==> config.mk <==
export PLATFORM = sky130hd
export DESIGN_NAME = operand_stage
export DESIGN_NICKNAME = d
export VERILOG_FILES = /design/src/rtl/riscv_pkg.sv /design/src/rtl/skid_buffer.sv /design/src/rtl/operand_stage.sv
export SDC_FILE = /design/constraint.sdc
export NUM_CORES = 1
export LEC_CHECK = 0
export CAP_MARGIN = 20
export CORE_MARGIN = 2
export CORE_UTILIZATION = 30
export DETAILED_ROUTE_END_ITERATION = 8
export PLACE_DENSITY = 0.57
export SYNTH_ARGS = -nofsm -noshare
export SYNTH_HDL_FRONTEND = slang
export SYNTH_HIERARCHICAL = 1
export SYNTH_SLANG_ARGS = --single-unit
==> constraint.sdc <==
create_clock -name clk -period 4.1 [get_ports clk]
set_input_delay 1.23 -clock clk [delete_from_list [all_inputs] [get_ports clk]]
set_output_delay 1.23 -clock clk [all_outputs]
set_load 0.005 [all_outputs]
==> src/rtl/riscv_pkg.sv <==
// riscv_pkg: constants shared by the decode/execute pipeline stages.
//   - Instruction-type encodings (R_TYPE..N_TYPE, RSV_TYPE) for the
//     instr_type field. The field is 4 bits wide by default.
//   - LINK_OFFSET: the constant 4 used as the J-type "b" operand.
//     It is XLEN-wide, with XLEN=32 by default.
//   - REG_ADDR_W: width of a register-file address.
package riscv_pkg;

  localparam int DEF_XLEN   = 32;
  localparam int DEF_TYPE_W = 4;
  localparam int REG_ADDR_W = 5;

  localparam logic [DEF_TYPE_W-1:0] R_TYPE   = 4'd0;
  localparam logic [DEF_TYPE_W-1:0] I_TYPE   = 4'd1;
  localparam logic [DEF_TYPE_W-1:0] S_TYPE   = 4'd2;
  localparam logic [DEF_TYPE_W-1:0] B_TYPE   = 4'd3;
  localparam logic [DEF_TYPE_W-1:0] U_TYPE   = 4'd4;
  localparam logic [DEF_TYPE_W-1:0] J_TYPE   = 4'd5;
  localparam logic [DEF_TYPE_W-1:0] RSV_TYPE = 4'd6;
  localparam logic [DEF_TYPE_W-1:0] N_TYPE   = 4'd7;

  localparam logic [DEF_XLEN-1:0] LINK_OFFSET = 32'd4;

endpackage

==> src/rtl/skid_buffer.sv <==
// skid_buffer: generic 2-entry valid/ready buffer with strict FIFO order.
// The MAIN entry drives out_data directly. The SKID entry absorbs one
// accept while the consumer stalls. in_ready is decoded from the state
// register only, so there is no combinational path from out_ready.
// Parameters: W - payload width.
// Ports:
//   clk, rst (sync, active-high), flush (sync kill of both entries)
//   in_valid/in_ready/in_data   - producer side
//   out_valid/out_ready/out_data - consumer side
module skid_buffer #(
  parameter int W = 8
) (
  input  logic         clk,
  input  logic         rst,
  input  logic         flush,
  input  logic         in_valid,
  output logic         in_ready,
  input  logic [W-1:0] in_data,
  output logic         out_valid,
  input  logic         out_ready,
  output logic [W-1:0] out_data
);

  localparam logic [1:0] EMPTY = 2'd0;
  localparam logic [1:0] ONE   = 2'd1;
  localparam logic [1:0] FULL  = 2'd2;

  logic [1:0]   state, state_nxt;
  logic [W-1:0] main_q, main_nxt;
  logic [W-1:0] skid_q, skid_nxt;
  logic         in_acc, out_acc;

  assign in_ready  = (state != FULL);
  assign out_valid = (state != EMPTY);
  assign out_data  = main_q;
  assign in_acc    = in_valid && in_ready;
  assign out_acc   = out_valid && out_ready;

  // Next-state and entry-update logic for the EMPTY/ONE/FULL buffer
  always_comb begin
    state_nxt = state;
    main_nxt  = main_q;
    skid_nxt  = skid_q;
    case (state)
      EMPTY: begin
        if (in_acc) begin
          main_nxt  = in_data;
          state_nxt = ONE;
        end else begin
          state_nxt = EMPTY;
        end
      end
      ONE: begin
        if (in_acc && out_acc) begin
          // MAIN drains and refills on the same edge
          main_nxt  = in_data;
          state_nxt = ONE;
        end else if (in_acc) begin
          skid_nxt  = in_data;
          state_nxt = FULL;
        end else if (out_acc) begin
          state_nxt = EMPTY;
        end else begin
          state_nxt = ONE;
        end
      end
      FULL: begin
        if (out_acc) begin
          main_nxt  = skid_q;
          state_nxt = ONE;
        end else begin
          state_nxt = FULL;
        end
      end
      default: begin
        state_nxt = EMPTY;
      end
    endcase
  end

  // State and payload registers. A flush kills validity but keeps the payload.
  always_ff @(posedge clk) begin
    if (rst) begin
      state  <= EMPTY;
      main_q <= '0;
      skid_q <= '0;
    end else if (flush) begin
      state  <= EMPTY;
    end else begin
      state  <= state_nxt;
      main_q <= main_nxt;
      skid_q <= skid_nxt;
    end
  end

endmodule

==> src/rtl/operand_stage.sv <==
// operand_stage: registered operand build between decode and the ALU.
// It selects a/b/c for every instruction type and flags reserved type 6
// as illegal. Results go through a 2-entry skid_buffer, so back-pressure
// from the ALU never drops or duplicates an instruction.
// Optional feature macro: OPERAND_FWD_EN. When it is defined, a writeback
// bypass replaces stale rs1/rs2 data before capture.
// Ports:
//   clk, rst (sync, active-high), flush
//   in_valid/in_ready, instr_type, u_pc_sel, rs1_data, rs2_data, pc, imm
//   out_valid/out_ready, a, b, c, out_illegal
//   [OPERAND_FWD_EN] rs1_addr, rs2_addr, wb_valid, wb_rd, wb_data
module operand_stage
  import riscv_pkg::*;
#(
  parameter int XLEN   = 32,
  parameter int TYPE_W = 4
) (
  input  logic              clk,
  input  logic              rst,
  input  logic              flush,
  input  logic              in_valid,
  output logic              in_ready,
  input  logic [TYPE_W-1:0] instr_type,
  input  logic              u_pc_sel,
  input  logic [XLEN-1:0]   rs1_data,
  input  logic [XLEN-1:0]   rs2_data,
  input  logic [XLEN-1:0]   pc,
  input  logic [XLEN-1:0]   imm,
`ifdef OPERAND_FWD_EN
  input  logic [REG_ADDR_W-1:0] rs1_addr,
  input  logic [REG_ADDR_W-1:0] rs2_addr,
  input  logic                  wb_valid,
  input  logic [REG_ADDR_W-1:0] wb_rd,
  input  logic [XLEN-1:0]       wb_data,
`endif
  output logic              out_valid,
  input  logic              out_ready,
  output logic [XLEN-1:0]   a,
  output logic [XLEN-1:0]   b,
  output logic [XLEN-1:0]   c,
  output logic              out_illegal
);

  localparam int PW = 3 * XLEN + 1;

  localparam logic [TYPE_W-1:0] T_R   = TYPE_W'(R_TYPE);
  localparam logic [TYPE_W-1:0] T_I   = TYPE_W'(I_TYPE);
  localparam logic [TYPE_W-1:0] T_S   = TYPE_W'(S_TYPE);
  localparam logic [TYPE_W-1:0] T_B   = TYPE_W'(B_TYPE);
  localparam logic [TYPE_W-1:0] T_U   = TYPE_W'(U_TYPE);
  localparam logic [TYPE_W-1:0] T_J   = TYPE_W'(J_TYPE);
  localparam logic [TYPE_W-1:0] T_RSV = TYPE_W'(RSV_TYPE);
  localparam logic [TYPE_W-1:0] T_N   = TYPE_W'(N_TYPE);
  localparam logic [XLEN-1:0]   LINK  = XLEN'(LINK_OFFSET);

  logic [XLEN-1:0] rs1_eff, rs2_eff, target;
  logic [XLEN-1:0] a_nxt, b_nxt, c_nxt;
  logic            ill_nxt;
  logic [PW-1:0]   out_payload;

`ifdef OPERAND_FWD_EN
  // x0 is hard-wired to zero and is never forwarded
  assign rs1_eff = (wb_valid && (wb_rd == rs1_addr) && (wb_rd != 5'd0)) ? wb_data : rs1_data;
  assign rs2_eff = (wb_valid && (wb_rd == rs2_addr) && (wb_rd != 5'd0)) ? wb_data : rs2_data;
`else
  assign rs1_eff = rs1_data;
  assign rs2_eff = rs2_data;
`endif

  // Branch/jump target; the carry out of the sum is discarded
  assign target = pc + imm;

  // Operand mux by instruction type
  always_comb begin
    a_nxt   = '0;
    b_nxt   = '0;
    c_nxt   = '0;
    ill_nxt = 1'b0;
    case (instr_type)
      T_R: begin a_nxt = rs1_eff; b_nxt = rs2_eff; end
      T_I: begin a_nxt = rs1_eff; b_nxt = imm; end
      T_S: begin a_nxt = rs1_eff; b_nxt = imm; c_nxt = rs2_eff; end
      T_B: begin a_nxt = rs1_eff; b_nxt = rs2_eff; c_nxt = target; end
      T_U: begin
        if (u_pc_sel) begin
          a_nxt = pc;
        end else begin
          a_nxt = '0;
        end
        b_nxt = imm;
      end
      T_J:   begin a_nxt = pc; b_nxt = LINK; c_nxt = target; end
      T_RSV: begin ill_nxt = 1'b1; end
      T_N:   begin ill_nxt = 1'b0; end
      default: begin ill_nxt = 1'b0; end
    endcase
  end

  skid_buffer #(.W(PW)) u_skid (
    .clk       (clk),
    .rst       (rst),
    .flush     (flush),
    .in_valid  (in_valid),
    .in_ready  (in_ready),
    .in_data   ({ill_nxt, a_nxt, b_nxt, c_nxt}),
    .out_valid (out_valid),
    .out_ready (out_ready),
    .out_data  (out_payload)
  );

  assign {out_illegal, a, b, c} = out_payload;

endmodule

==> results of run 1 <==
stage by stage:
step | hold slack, ns | setup WS, ns
final | 0.4532 | 0.03635
after global routing | 0.4674 | -0.09955
after CTS | 0.4547 | 0.03787
after detailed placement | 0.4456 | -0.4041
after global placement | 0.4406 | -0.3303
after floorplan | 0.4357 | 0.4707
logic make-up (layout without fill, tap and decap cells):
family,Yosys count,in the layout,share of synthesized area (%)
compound gates,494,494,29.06
xor+xnor,28,28,2.136
fa+ha+maj,32,32,3.552
buf+inv,141,387,5.819
flops,196,196,34.17
mux,98,98,8.554
other cells,0,2,0
simple gates,411,411,16.70
placed cells by master (no fill, tap or decap), types with 44 or more instances in the layout:
cell,instances
a21oi_1,128
a22o_1,69
buf_4,105
clkdlybuf4s50_1,234
dfxtp_1,196
mux2i_1,97
nand2_1,246
nor2b_1,101
o21ai_0,95
o21ai_1,44
o41ai_1,85
metal layers:
metal | global-route usage (%) | vias up | wire [um]
met5 | 0 | - | 0
met4 | 9.136 | 0 | 1541
met2 | 35.82 | 338 | 20780
met1 | 30.02 | 5331 | 20310
li1 | - | 5570 | -
met3 | 3.494 | 54 | 2201
cell type report:
type                    instances  area [um^2]  share of cell area [%]
flip-flops and latches        196         3924                   25.36
clock buffers                  18        429.2                   2.774
clock inverters                14        145.1                  0.9381
repair buffers                349         3317                   21.44
multi-input cells            1063         6989                   45.18
well taps                     511        639.4                   4.133
inverters                       6        22.52                  0.1456
diodes                          2        5.005                 0.03235
worst reg2reg max path, stage by stage (launching register included):
cell and delay [ns]:
dfxtp_1 0.44, nand2b_4 0.19, buf_12 0.54, mux2i_1 0.57
o41ai_1 0.12
registers in the layout, indices dropped and copies added, names as in the netlist:
register	flops
u_skid/out_data	97
u_skid/state	2
u_skid/skid_q	97
power by group:
part	switching, mW	internal, mW	leakage [nW]
sequential	0.0162	1.93	1.58
clock	0.833	0.857	0.274
combinational	0.555	0.465	4.34
timing repair:
item | 4_1_cts | 5_1_grt
setup endpoints to repair | 0 | 11
setup buffers | 0 | 0
resized for setup | 0 | 16
how the worst min path moves through the flow:
stage,slack [ns],to,start
2_1_floorplan,0.44,u_skid/skid_q[0]$_SDFFE_PP0P_,u_skid/skid_q[0]$_SDFFE_PP0P_
3_3_place_gp,0.44,u_skid/skid_q[16]$_SDFFE_PP0P_,u_skid/skid_q[16]$_SDFFE_PP0P_
3_5_place_dp,0.45,u_skid/skid_q[57]$_SDFFE_PP0P_,u_skid/skid_q[57]$_SDFFE_PP0P_
4_1_cts,0.45,u_skid/skid_q[57]$_SDFFE_PP0P_,u_skid/skid_q[57]$_SDFFE_PP0P_
5_1_grt,0.47,u_skid/skid_q[26]$_SDFFE_PP0P_,u_skid/skid_q[26]$_SDFFE_PP0P_
6_report,0.45,u_skid/skid_q[57]$_SDFFE_PP0P_,u_skid/skid_q[57]$_SDFFE_PP0P_
==> results.md, run 1 <==
- Max-slew violations: 0
- Crit-path cells: clkdlybuf4s50_1 > ha_1 > a2111oi_1 > o21ai_1 > nand2_1 > o21ai_1 > a41o_1 > a21boi_1 > xor2_1 > o21ai_0 > buf_4 > mux2i_1 > o41ai_1
- Layout cells sized above 1: approximately 11%
- Post-synth cell types: 66
- Crit path DAT: around 4.4 ns
- Fill cells: 3846
- Worst-Margin Slew: roughly 0.98 ns
- Final setup viols: 0
- Overall routing resource usage: 22.40%
- Worst path max stage delay: around 0.47 ns
- Synth area leaders: dfxtp_1 34%, mux2i_1 8.5%, nand2_1 8.0%
- Final HPWL DP: 32720 um
- Count leader, synth: nand2_1
- R2r worst-path depth: 4
- Dpl cell area: 0.01483 mm^2
- R2R Path End: u_skid/out_data[34]$_SDFFE_PP0P_
- Worst skew pair latency: ~0.46 ns
- DRC: 0
- Die X: ~200 um
- Fin area: around 0.015 mm^2
- Rows: slightly above 70
- Top cell type's share of synthesized area: 34.17%
- Post-Syn Nets: around 1.6k
- Mean Syn Cell Area: roughly 8.2 um^2
- Initial antenna violation count: 2
- Total power: approximately 4.7 mW
- Cts-stage hold buffer count: 0
- Startpoint types: input port
- Stages on worst setup path: 13
- Syn Inst Count: 1400
- Kind of critical path: in2reg
- Leak: between 6 and 7 nW
- Clk slew on worst S/H paths: 0.07 ns
- Port bufs: around 240
- Critical-path top delay cell: a2111oi_1
- Max Root-Sink Buffers: 2
- Final #Nets: around 1.8k
- Ys flop type: dfxtp_1
- Crit path top cell by count: o21ai_1
- Hold Vio Cnt, Final: 0
- Final core occ: between 40 and 50%
- Slew margin rel.: around a third
- Fmax: between 200 and 250 MHz
- Run status: complete, no violations
- CTS tree: built
- DR pass1 iterations: 5
- Crit path required time: between 4 and 5 ns
- Critical path origin: pc[4]
- Most frequent cells after synthesis: 246 x nand2_1, 196 x dfxtp_1, 130 x a21oi_1, 101 x nor2b_1, 100 x o21ai_0
- Sink Count: just under 200
- Hold path cells: 2
- Iteration-0 DRC count of the detailed router: slightly below 800
- Pin count of the biggest net entering global routing: approximately 140
- Element type at the critical path end: register
- Inst Count DP: about 2.1k
- Core area: 0.03767 mm^2
- Cell Count, Final, Fillers Out: 2159
- Via Count: 11.29k
- FFs w/ async S/R, synth: 0%
- Yosys warnings: 6
- Inserted Clock Buffers: 17
- R2R Setup Slk: between 2 and 2.5 ns
- Crit Reg-Reg Startpoint: u_skid/state[0]$_SDFF_PP0_
- Total wire length: between 40000 and 50000 um
- CP max FO: 3
- Final setup TNS: 0 ns
- GRT overflow: 0
- IO Count: 237
- RSZ-0062 raised after global routing: true
- H-tree levels: 4
- DR WL/cell: 20.77 um
- Min-Delay Path Class: reg2reg
- CP Buf/Inv Count: 2
- Fin crit share: between 90 and 100%
- EDFF count, synth: 0
- Via density: roughly 5.2
- Area Growth Syn to Fin: 34.74%
- Critical path destination: u_skid/out_data[27]$_SDFFE_PP0P_
- Flops & latches, synth: 196
- Die area: approximately 0.040 mm^2
- Sequential area share after synthesis: 34.17%
- Vias in the first global route: 10.52k
- Minimum clock period: a little over 4 ns
- Top delay family on crit path: compound AO/OA/AOI/OAI gates
- Layout Skew: about 0.013 ns
- Synth Cell Area: 0.01148 mm^2
- Starting Density: 30.48%
- Pwr/cell area: 300.9 mW/mm^2
- Die H: 199.6 um
- First-pass GRT wire length: between 60000 and 70000 um
- Area leader, netlist: dfxtp_1
- Max cap viols: 0
- RePlAce Congestion: 0.9249
- Max VDD drop: approximately 0.00028 V
- CTS Root Cell: clkbuf_16
- Detail Route Antenna Nets: 0
Note: power is estimated with default switching activity, not from simulation.
==> run 2, diff against run 1 <==
--- a/config.mk
+++ b/config.mk
@@ -9,6 +9,7 @@
 export CORE_MARGIN = 2
 export CORE_UTILIZATION = 30
 export DETAILED_ROUTE_END_ITERATION = 8
+export GPL_TIMING_DRIVEN = 0
 export PLACE_DENSITY = 0.57
 export SYNTH_ARGS = -nofsm -noshare
 export SYNTH_HDL_FRONTEND = slang
==> results.md, run 2 (synthesized netlist as in run 1, its figures left out) <==
- Pwr/cell area: just over 300 mW/mm^2
- Max cap viols: 0
- Crit path required time: 4.44 ns
- Worst path max stage delay: 0.61 ns
- Top delay family on crit path: compound AO/OA/AOI/OAI gates
- Slew margin rel.: between 20% and 30%
- Starting Density: around 30%
- Core area: 0.03767 mm^2
- Cts-stage hold buffer count: 0
- IO Count: approximately 240
- CTS Root Cell: clkbuf_16
- Final #Nets: 1829
- Fmax: ~250 MHz
- Total wire length: between 40000 and 50000 um
- Sw frac: 30.97%
- Die X: roughly 200 um
- Worst skew pair latency: between 0.4 and 0.5 ns
- Kind of critical path: in2reg
- Most frequent cells in the layout: 245 x nand2_1, 222 x clkdlybuf4s50_1, 196 x dfxtp_1
- Sink Count: between 150 and 200
- Layout cells sized above 1: roughly 8.6%
- First-pass GRT wire length: roughly 70000 um
- RePlAce Congestion: 0.9465
- Logic gate share of total power: between 20% and 30%
- Initial antenna violation count: 6
- Final setup viols: 0
- Area Growth Syn to Fin: 33.42%
- Commonest non-fill, non-tap cell in the layout: nand2_1
- Critical-path top delay cell: clkdlybuf4s50_1
- DRC: 0
- DR pass1 iterations: 5
- Fin crit share: 99.09%
- Max-slew violations: 0
- Detail Route Antenna Nets: 0
- Overall routing resource usage: 23.90%
- Die H: roughly 200 um
- Iteration-0 DRC count of the detailed router: 849
- DR WL/cell: roughly 22 um
- Seq pwr share: just over 40%
- GRT overflow: 0
- Hold Slack: 0.4556 ns
- Clk slew on worst S/H paths: 0.08 ns
- Final setup TNS: 0 ns
- Port bufs: 231
- Startpoint types: input port
- H-tree levels: 4
- Vias in the first global route: about 11k
- Int Pwr: 3.270 mW
- Run status: complete, no violations
- Layout Skew: 0.007972 ns
- Element type at the critical path end: register
- Clock power frac: about 38%
- Die area: about 0.040 mm^2
- CP max FO: 5
- Switch Pwr: 1.467 mW
- Worst-Margin Slew: 1.179 ns
- Crit path DAT: 4.41 ns
- Crit-path cells: clkdlybuf4s50_1 > ha_4 > nand2_1 > a21oi_2 > o2111ai_1 > o221ai_2 > nand2_2 > o31a_1 > or4_1 > nand3_1 > mux2i_1 > o41ai_1
- CTS tree: built
- Inserted Clock Buffers: 17
- Total power: between 4 and 5 mW
- Via Count: about 12k
- Max VDD drop: around 0.00022 V
- Via density: 5.347
- CP Buf/Inv Count: 1
- Leak: around 6.0 nW
- Max Root-Sink Buffers: 2
- Min-Delay Path Class: reg2reg
- Rows: between 70 and 80
- Final HPWL DP: between 30000 and 40000 um
- Hold Vio Cnt, Final: 0
- Pin count of the biggest net entering global routing: 20
- Minimum clock period: 4.063 ns
## run 2: what timing repair did
action                                  CTS  global route
gates cloned                              0             0
endpoints found under the setup margin   20            14
resized for setup                        25            28
setup buffers                             7             2
endpoints found under the hold margin     0             0
pin swaps                                 7             5
## run 2: worst reg2reg max path: stages, from the launching register on
cell and delay (ns):
dfxtp_1 0.45, and3b_1 0.22, a21oi_2 0.24, buf_2 0.47
clkbuf_1 0.42, o21ai_0 0.15, o41ai_1 0.08
## run 2: per-stage QoR
step / util (%) / instance area [um^2] / setup slack (ns) / std cells
after floorplan: - / 11480 / 0.4707 / 1400
after global placement: 38.32 / 14430 / -0.9426 / 2142
after detailed placement: 38.32 / 14430 / -0.9296 / 2142
after CTS: 40.28 / 15170 / 0.001514 / 2181
after global routing: 40.66 / 15310 / -0.05656 / 2185
final: 40.67 / 15320 / 0.03732 / 2187
## run 2: path summary, 6_finish.rpt
check                                 start                          endpoint  slack [ns]  cells after the start
min reg2reg  u_skid/skid_q[65]$_SDFFE_PP0P_    u_skid/skid_q[65]$_SDFFE_PP0P_        0.46                      2
min          u_skid/skid_q[65]$_SDFFE_PP0P_    u_skid/skid_q[65]$_SDFFE_PP0P_        0.46                      2
max                                   pc[8]  u_skid/out_data[29]$_SDFFE_PP0P_        0.04                     12
max reg2reg      u_skid/state[0]$_SDFF_PP0_  u_skid/out_data[87]$_SDFFE_PP0P_        1.97                      6
## run 2: per-layer routing
| metal | global-route usage [%] | vias up | routed length, um |
|---|---|---|---|
| met5 | 0 | - | 0 |
| met4 | 10.26 | 0 | 1944 |
| met3 | 3.224 | 71 | 2581 |
| met2 | 38.49 | 423 | 22160 |
| met1 | 31.94 | 5581 | 21580 |
| li1 | - | 5618 | - |
## run 2: cell type report
cell class,count,area [um^2]
clock buffer,17,425.4
clock inverter,15,192.7
buffer,135,645.6
multi-input combinational,1063,7081
timing repair buffer,240,2380
fill,3853,22350
inverter,6,22.52
sequential,196,3924
tap,511,639.4
antenna,4,10.01
## run 2: power groups by stage
stage	Sequential, mW	Combinational (mW)	Clock [mW]
6_report	1.94	1.01	1.78
5_1_grt	1.95	1.08	1.88
4_1_cts	1.94	0.977	1.81
3_5_place_dp	1.99	0.950	0
3_3_place_gp	1.99	0.952	0
2_1_floorplan	1.99	0.502	0
==> run 3, diff against run 2 <==
--- a/config.mk
+++ b/config.mk
@@ -7,10 +7,11 @@
 export LEC_CHECK = 0
 export CAP_MARGIN = 20
 export CORE_MARGIN = 2
-export CORE_UTILIZATION = 30
+export CORE_UTILIZATION = 40
 export DETAILED_ROUTE_END_ITERATION = 8
+export GPL_ROUTABILITY_DRIVEN = 0
 export GPL_TIMING_DRIVEN = 0
-export PLACE_DENSITY = 0.57
+export PLACE_DENSITY = 0.7
 export SYNTH_ARGS = -nofsm -noshare
 export SYNTH_HDL_FRONTEND = slang
 export SYNTH_HIERARCHICAL = 1
==> constraint.sdc (replaced) <==
create_clock -name clk -period 5.01 [get_ports clk]
set_input_delay 1.503 -clock clk [delete_from_list [all_inputs] [get_ports clk]]
set_output_delay 1.503 -clock clk [all_outputs]
set_load 0.005 [all_outputs]
==> results.md, run 3 (synthesized netlist as in run 1, its figures left out) <==
- Run status: complete, no violations
- Final core occ: 52.20%
- Fin crit share: 97.91%
- Min-Delay Path Class: reg2reg
- Total power: approximately 3.7 mW
- Total wire length: 43450 um
- Via Count: approximately 12k
- Crit path DAT: 5.24 ns
- Post-Place Setup Slack: -0.2331 ns
- Fmax: 203.9 MHz
- Cts-stage hold buffer count: 0
- Cell Count, Final, Fillers Out: 2050
- Final setup viols: 0
- Max VDD drop: between 0.0002 and 0.00025 V
- Worst-Margin Slew: slightly above 1 ns
- Worst skew pair latency: between 0.4 and 0.5 ns
- Via density: approximately 5.8
- Crit path required time: between 5 and 6 ns
- Initial antenna violation count: 4
- R2r worst-path depth: 6
- Max cap viols: 0
- HP Start: u_skid/skid_q[2]$_SDFFE_PP0P_
- Inst Count DP: about 2.0k
- Core area: around 0.028 mm^2
- Port bufs: 231
- Final #Nets: ~1.8k
- Leak: between 5 and 6 nW
- R2R Setup Slk: ~3.0 ns
- H-tree levels: 4
- RSZ-0062 raised after global routing: false
- DR pass1 iterations: 5
- Hold Vio Cnt, Final: 0
- Die H: ~170 um
- Element type at the critical path end: register
- Minimum clock period: between 4 and 5 ns
- Vias in the first global route: ~11k
- Hold path cells: 2
- Final setup TNS: 0 ns
- Startpoint types: input port
- Layout Skew: around 0.013 ns
- Max-slew violations: 0
- CTS tree: built
- Final HPWL DP: 33700 um
- Sink Count: roughly 200
- Worst Hold End: u_skid/skid_q[2]$_SDFFE_PP0P_
- Iteration-0 DRC count of the detailed router: about 1.3k
- Detail Route Antenna Nets: 0
- CTS Root Cell: clkbuf_16
- Post-CTS setup buffers: 0
- Fin area: roughly 0.015 mm^2
- Kind of critical path: in2reg
- Inserted Clock Buffers: 17
- Overall routing resource usage: around 28%
- DRC: 0
- Layout cells sized above 1: around 6.4%
- Max Root-Sink Buffers: 2
- Pwr/cell area: ~250 mW/mm^2
- First-pass GRT wire length: about 66000 um
- Area Growth Syn to Fin: 29.43%
- Crit Reg-Reg Startpoint: u_skid/state[0]$_SDFF_PP0_
- R2R Path End: u_skid/out_data[86]$_SDFFE_PP0P_
- Clk slew on worst S/H paths: about 0.08 ns
- Dpl cell area: between 0.01 and 0.015 mm^2
- Most frequent cells in the layout: 246 x nand2_1, 231 x clkdlybuf4s50_1, 196 x dfxtp_1
- Die area: ~0.030 mm^2
- Hold Slack: 0.4563 ns
- GRT overflow: 0
- PostCTS Resize Cnt: 0
- Final worst slack: ~0.10 ns
- CP max FO: 6
- Slew margin rel.: between 30% and 40%
- Pin count of the biggest net entering global routing: 20
- Starting Density: between 40 and 50%
- Rows: slightly above 60
- IO Count: 237
- Commonest non-fill, non-tap cell in the layout: nand2_1
- Die X: between 150 and 200 um
- DR WL/cell: 21.20 um
[run 3: cell type report]
class / count / area [um^2]
antenna: 3 / 7.507
buffer: 135 / 645.6
clock buffer: 18 / 439.2
clock inverter: 14 / 140.1
fill: 2699 / 13610
inverter: 6 / 22.52
multi-input combinational: 1063 / 6890
sequential: 196 / 3924
tap: 384 / 480.5
timing repair buffer: 231 / 2312
[run 3: worst max path at each step]
stage,from,to,depth (start not counted)
final,pc[0],u_skid/out_data[20]$_SDFFE_PP0P_,13
after global routing,pc[0],u_skid/out_data[26]$_SDFFE_PP0P_,14
after CTS,pc[0],u_skid/out_data[22]$_SDFFE_PP0P_,14
after detailed placement,pc[0],u_skid/out_data[22]$_SDFFE_PP0P_,14
after global placement,pc[0],u_skid/out_data[22]$_SDFFE_PP0P_,14
after floorplan,pc[0],u_skid/out_data[26]$_SDFFE_PP0P_,13
[run 3: critical path, cell delays in order]
cell	delay, ns
clkdlybuf4s50_1	0.63
ha_1	0.26
inv_1	0.07
fa_1	0.40
nor2b_1	0.17
o211ai_1	0.18
a211o_1	0.32
o211ai_2	0.31
a21o_1	0.24
xnor2_1	0.07
o21ai_0	0.52
mux2i_1	0.22
o41ai_1	0.32
[run 3: where the power goes]
part	leakage, nW	switching (mW)	internal (mW)
Combinational	4.01	0.458	0.315
Clock	0.282	0.700	0.676
Sequential	1.58	0.0115	1.58
[run 3: routing by layer]
metal  vias to the layer above  global-route usage, %  wire length [um]
li1                       5610                      -                 -
met1                      5548                  36.36             18200
met2                       559                  43.52             18960
met3                       146                  4.627              3236
met4                         2                  18.43              3041
met5                         -                      0                16
